==> config.mk <==
export PLATFORM = sky130hd
export DESIGN_NAME = jump_sequencer
export DESIGN_NICKNAME = d
export VERILOG_FILES = /design/src/rtl/jump_sequencer.sv
export SDC_FILE = /design/constraint.sdc
export NUM_CORES = 1
export LEC_CHECK = 0
export CORE_MARGIN = 5
export CORE_UTILIZATION = 40
export CTS_BUF_LIST = sky130_fd_sc_hd__clkbuf_16
export DETAILED_ROUTE_END_ITERATION = 16
export PLACE_DENSITY = 0.78
export SETUP_SLACK_MARGIN = 0.02
export SYNTH_ARGS = -nofsm -noshare
export SYNTH_HDL_FRONTEND = slang
export SYNTH_SLANG_ARGS = --single-unit
export TNS_END_PERCENT = 5
==> constraint.sdc <==
create_clock -name clk -period 5.3 [get_ports clk]
set_input_delay 0.53 -clock clk [delete_from_list [all_inputs] [get_ports clk]]
set_output_delay 0.53 -clock clk [all_outputs]
set_load 0.01 [all_outputs]
==> src/rtl/jump_sequencer.sv <==
// Program-counter sequencer with jump-table branch resolution (one bubble per taken branch).
// Optional feature: define JUMP_RELATIVE_EN for pc-relative targets (default: absolute).
module jump_sequencer #(
    parameter int unsigned PC_W   = 10,
    parameter int unsigned JPTR_W = 6,
    parameter int unsigned LUT_W  = 6
) (
    input  logic              clk,
    input  logic              reset_n,
    input  logic              start,
    input  logic [PC_W-1:0]   start_pc,
    input  logic              stall,
    input  logic              branch_en,
    input  logic              cond,
    input  logic              halt,
    input  logic [JPTR_W-1:0] jptr,
    output logic [JPTR_W-1:0] lut_addr,
    input  logic [LUT_W-1:0]  lut_data,
    output logic [PC_W-1:0]   pc,
    output logic              pc_valid,
    output logic              done,
    output logic [15:0]       branch_count
);

    if (PC_W < LUT_W) begin : g_width_check
        $error("jump_sequencer: PC_W must be >= LUT_W");
    end

    localparam logic [1:0] StIdle    = 2'd0;
    localparam logic [1:0] StRun     = 2'd1;
    localparam logic [1:0] StResolve = 2'd2;
    localparam logic [1:0] StDone    = 2'd3;

    logic [1:0]        state_q, state_d;
    logic [PC_W-1:0]   pc_q, pc_d;
    logic [JPTR_W-1:0] lut_addr_q, lut_addr_d;
    logic [15:0]       count_q, count_d;
    logic              pc_valid_q, pc_valid_d;
    logic              done_q, done_d;
    logic [PC_W-1:0]   target;

`ifdef JUMP_RELATIVE_EN
    // pc still holds the branch's own address while in RESOLVE.
    assign target = pc_q + PC_W'($signed(lut_data));
`else
    assign target = PC_W'(lut_data);
`endif

    always_comb begin
        state_d    = state_q;
        pc_d       = pc_q;
        lut_addr_d = lut_addr_q;
        count_d    = count_q;
        unique case (state_q)
            StIdle, StDone: begin
                if (start) begin
                    pc_d    = start_pc;
                    count_d = 16'd0;
                    state_d = StRun;
                end
            end
            StRun: begin
                // stall > halt > taken branch > sequential
                if (!stall) begin
                    if (halt) begin
                        state_d = StDone;
                    end else if (branch_en && cond) begin
                        lut_addr_d = jptr;
                        state_d    = StResolve;
                    end else begin
                        pc_d = pc_q + PC_W'(1);
                    end
                end
            end
            StResolve: begin
                pc_d    = target;
                state_d = StRun;
                if (count_q != 16'hFFFF) begin
                    count_d = count_q + 16'd1;
                end
            end
            default: state_d = StIdle;
        endcase
        pc_valid_d = (state_d == StRun);
        done_d     = (state_d == StDone);
    end

    always_ff @(posedge clk or negedge reset_n) begin
        if (!reset_n) begin
            state_q    <= StIdle;
            pc_q       <= '0;
            lut_addr_q <= '0;
            count_q    <= 16'd0;
            pc_valid_q <= 1'b0;
            done_q     <= 1'b0;
        end else begin
            state_q    <= state_d;
            pc_q       <= pc_d;
            lut_addr_q <= lut_addr_d;
            count_q    <= count_d;
            pc_valid_q <= pc_valid_d;
            done_q     <= done_d;
        end
    end

    assign pc           = pc_q;
    assign lut_addr     = lut_addr_q;
    assign branch_count = count_q;
    assign pc_valid     = pc_valid_q;
    assign done         = done_q;

endmodule

### Yosys cells after proc, flatten, opt, wreduce, memory -nomap -nowiden

Cells that the tools add are included.
W data, S select, Z words.

* add/sub/neg operators: 2
* bitwise gates (word level): 2
* muxes and demuxes: 13
* reduce and logical (&&, ||, !) cells: 7
* equality and inequality tests: 11
* divide/modulo/power cells: 0
* shifts and indexed selects: 0
* $lt $le $gt $ge: 0
* $mul: 0

Operator list (count)
* $mux W10: 4
* $mux W16: 2
* $pmux W16 S2: 1
* $pmux W10 S3: 1
* $add A16 B1 Y16 const B: 1
* $ne A16 B16 Y1 const B: 1
* $add A10 B1 Y10 const B: 1
* $ne A2 B2 Y1 const B: 5
* $mux W2: 4
* $reduce_and A4 Y1: 2
* $eq A2 B2 Y1 const B: 3
* $pmux W2 S3: 1
* $eq A2 B1 Y1 const B: 2
* $reduce_and A3 Y1: 1
* $logic_not A2 Y1: 1
* $not A1 Y1: 2
* $reduce_bool A2 Y1: 1
* $reduce_or A2 Y1: 1
* $logic_and A1 B1 Y1: 1

* output and inout port bits: 34
* bits in read-only memories: 0
* latch bits: 0
* bits in writable memories: 0
* register bits after elaboration: 36
* bits of input ports: 29
* word-level logic and storage cells: 41
* memories kept: 0

### Longest topological paths before layout

* word-level depth: 6
* gate-level depth with buffers: 8
* mapped depth without buffers: 6

### Least setup slack after synthesis

Ideal clock, no wire load.

* kind: reg-to-reg
* start: reg state_q[0]
* end: reg count_q[13], in the netlist branch_count[13]
* setup slack: 3.480 ns
* path buffers: 2
* period minus slack after synthesis: 1.820 ns
* setup time: 0.130 ns
* arrival time: 1.691 ns
* required time: 5.170 ns
* stages on the path, launching flop included: 9
* cells stage by stage: dfrtp_1 -> inv_1 -> ha_1 -> buf_4 -> mux2_4 -> and3_1 -> clkbuf_1 -> a41oi_1 -> nor3_1

* cells in the longest elaborated chain, start to end: 4
* elaborated cells between the ends (all ways): 9
* those cells by class: eq/ne: 4; mux: 1; reduce/logical: 4

Ends and longest elaborated chain
* start, declared: line 34 `logic [1:0] state_q, state_d;`
* start signal, assigned: line 90 `state_q <= StIdle;`
* start signal, assigned: line 97 `state_q <= state_d;`
* $eq A2 B2 Y1 or $logic_not A2 Y1 (tied branches): line 54 `unique case (state_q)`
* $reduce_or A2 Y1: line 54
* $ne A2 B2 Y1 (no line) or $reduce_bool A2 Y1 (tied branches)
* $reduce_and A3 Y1 (no line)
* end signal, assigned: line 100 `count_q <= count_d;`
* end, declared: line 37 `logic [15:0] count_q, count_d;`

Several ways; a longest one is shown, not always the timed one.
A chain may end at the register's enable or synchronous reset.

### Worst setup path after layout

* start: reg state_q[0]
* end: reg count_q[6], in the netlist branch_count[6]

Same word-level chain as after synthesis.

==> flow_summary.yaml <==
status:
  status: "finished, final reports clean"
grt:
  vias_in_the_first_global_route: 2031
  grt_first_pass_wirelength_um: 9540
  grt_antenna_before_repair: 0
  globalRouteTotalUtil_pct: 16.2
  global_route.overflow_total: 0
  grt_max_degree: 37
critical_path:
  reg_to_reg_critical_path_startpoint: "state_q[0]"
  max_stage_delay_ps: 850
  crit_path_top_delay_cell: "mux2i_1"
  arrival_time_worst_endpoint_ps: 2850
  critical_path_buf_inv_count: 1
  critPathLaunchType: "flip-flop"
  timing.critical_path.fanout_max: 18
  ff2ff_path_depth: 6
  critical_path.endpoint_type: "flip-flop"
  worst_path_dominant_cell_family: "multiplexers"
  timing_worst_setup_path_type: "reg2reg"
  reg2reg_setup_slack_ps: 2610
  crit-reg2reg-capture: "branch_count[6]"
  critical_path.cell_chain: "inv_1 -> ha_1 -> mux2i_1 -> nor2_1 -> a32o_1 -> a31o_2"
  critPathRequiredTime_ps: 5460
sta:
  grt_setup_unrepaired: "false"
  number_of_hold_violations_in_the_final_report: 0
  final_max_slew_viol_count: 0
  layout_worst_path_cycle_share_pct: 50.8
  measured_slew_at_the_worst_slew_check_pin_ps: 937
  finalHoldWorstSlack_ps: 332
  fin_worst_skew_ps: 5.68
  max_freq_mhz: 372
  worst_slack_ps: 2610
  period_needed_ps: 2690
  setup_viol_count_final: 0
  timing.setup.tns_ps: 0
  relSlewSlack_pct: 35.8
die:
  placeableCoreArea_mm2: 0.00517
  initial_core_util_pct: 41.5
  fp.dieW_um: 83.2
  dieHeight_um: 83.2
  row_count: 26
  design.die.area_mm2: 0.00693
  design.portCount: 63
clock_tree:
  ctsRootBufferMaster: "clkbuf_16"
  clock_latency_ps: 280
  cts-root-to-sink-buffers: 2
  number_of_buffers_created_by_cts: 5
  post_cts_resized: 0
  tritoncts: "yes"
  path_clk_slew_ps: 60
  cts_setup_buffers: 0
  htree_levels: 2
  clock-sinks: 36
  hold_buffers: 0
cells_and_area:
  finish.net_count: 321
  final_cell_area_mm2: 0.00293
  final_core_utilization_pct: 56.6
  area_growth_from_synthesis_to_layout_pct: 36.4
  number_of_diodes_added_for_antenna_fixing: 0
  post_route_cells_drive_above_1_share_pct: 5.88
synth:
  synth.ff_latch_count: 36
  post_synth_num_cell_types: 52
  mappedNetlistNets: 265
  ys_top_cells_by_area: "dfrtp_1, a21oi_1, nand2_1"
  synthDominantAreaCellType: "dfrtp_1"
  synth_area_mm2: 0.00214
  ys.flop_type: "dfrtp_1"
  syn_area_per_cell_um2: 9.24
  number_of_flops_mapped_to_enable_cells_by_yosys: 0
  syn-instance-count: 232
  proportion_of_register_bits_with_asynchronous_set_or_reset_after_synthesis_pct: 100
  seq_area_frac_synth_pct: 42.0
  synth-warning-count: 0
  synth_largest_type_area_fraction_pct: 42.0
power:
  seq_power_share_pct: 33.0
  switching_share_pct: 36.9
  vdd.ir_drop.worst_uv: 270
  comb_power_share_pct: 45.9
  power.density_mw_per_mm2: 438
  internal-power_uw: 808
  pwr-share-clk_pct: 21.1
  leakage_uw: 0.00117
  switching_component_of_the_power_uw: 474
routing:
  final_antenna_net_count: 0
  vias_per_cell: 5.79
  detailedRoute.firstPassIterationCount: 4
  routed_wirelength_um: 5440
  first_iter_violations: 81
  route.vias.total: 2080
  routedWlPerCell_um: 15.2
  route.detailed.drc: 0
placed_design:
  place_congestion: 0.849
  place.port_buffers: 62
  preCtsSetupSlack_ps: 2660
  place_area_mm2: 0.00279
  dp_hpwl_um: 3930
flow_run:
  number_of_max_cap_violations: 0
hold_path:
  timing.hold.worst.class: "in2async"
-- cell type report --
class	instances	area, µm²
clock buffer	5	125
inverter	6	22.5
fill	447	2250
multi-input combinational	177	1160
tap	70	87.6
timing repair buffer	62	616
sequential	36	901
clock inverter	3	11.3
-- cells by family (layout without fill, tap and decap cells) --
logic type	after synthesis	after routing	share of synthesized area [%]
mux	10	10	5.60
simple gates	94	94	24.6
buf+inv	19	76	3.79
fa+ha+maj	4	4	2.33
xor+xnor	3	3	1.23
compound gates	66	66	20.5
flops	36	36	42.0
-- worst register-to-register path: cells and delay by family, from the launching register on --
family,cells,cell delay (ps)
AOI/OAI and AO/OA,2,500
and+or+nand+nor,1,170
muxes,1,850
buffers and inverters,1,60
DFF,1,370
adders and majority gates,1,640
-- per-stage QoR --
stage / power (µW) / cells
global route: 1380 / 359
detailed placement: 1010 / 351
global placement: 1000 / 351
floorplan: 782 / 232
finish: 1280 / 359
CTS: 1290 / 359
-- Yosys cell counts, types with 5 or more instances --
cell type	number
dfrtp_1	36
nand2_1	26
a21oi_1	22
nand3_1	14
nor2_1	10
o21ai_0	10
clkbuf_1	7
inv_1	6
nand4_1	6
nor2b_1	5
-- power by group through the flow --
stage / logic [µW] / clock network (µW) / registers, µW
floorplan: 338 / 0 / 443
global placement: 579 / 0 / 424
detailed placement: 589 / 0 / 424
CTS: 591 / 279 / 422
global route: 653 / 294 / 435
finish: 588 / 271 / 423
-- sequential cells by signal, summed over array words and instances, names as in the netlist --
name	flops
branch_count	16
done	1
lut_addr	6
pc	10
pc_valid	1
state_q	2
-- metal layers --
layer | wire length (µm) | track usage, % | up-vias
met3 | 367 | 4.36 | 5
met1 | 2460 | 21.1 | 997
met5 | 0 | 0 | -
li1 | - | - | 997
met2 | 2590 | 26.7 | 81
met4 | 23 | 3.71 | 0
-- worst max path at each step --
stage | startpoint | endpoint | slack, ps | cells past startpoint
3_5_place_dp | state_q[0] | branch_count[6] | 2660 | 6
6_report | state_q[0] | branch_count[6] | 2610 | 6
3_3_place_gp | state_q[0] | branch_count[6] | 2740 | 6
4_1_cts | state_q[0] | branch_count[6] | 2630 | 6
2_1_floorplan | state_q[0] | branch_count[13] | 3480 | 8
5_1_grt | state_q[0] | branch_count[6] | 2450 | 6
-- placed cells by master (no fill, tap or decap), types with 4 or more instances in the layout --
cell type	count
mux2_2	4
ha_1	4
o211ai_1	4
nand2_1	26
o21ai_0	10
clkdlybuf4s50_1	61
and4_1	4
dfrtp_1	36
a21oi_1	22
nand3_1	14
a41oi_1	4
nor2b_1	5
o31ai_1	4
nor2_1	10
nor3_1	4
o311ai_0	4
inv_1	8
and3_1	4
nand4_1	6
clkbuf_16	5
nand2b_1	4
(Power assumes the default switching activity.)
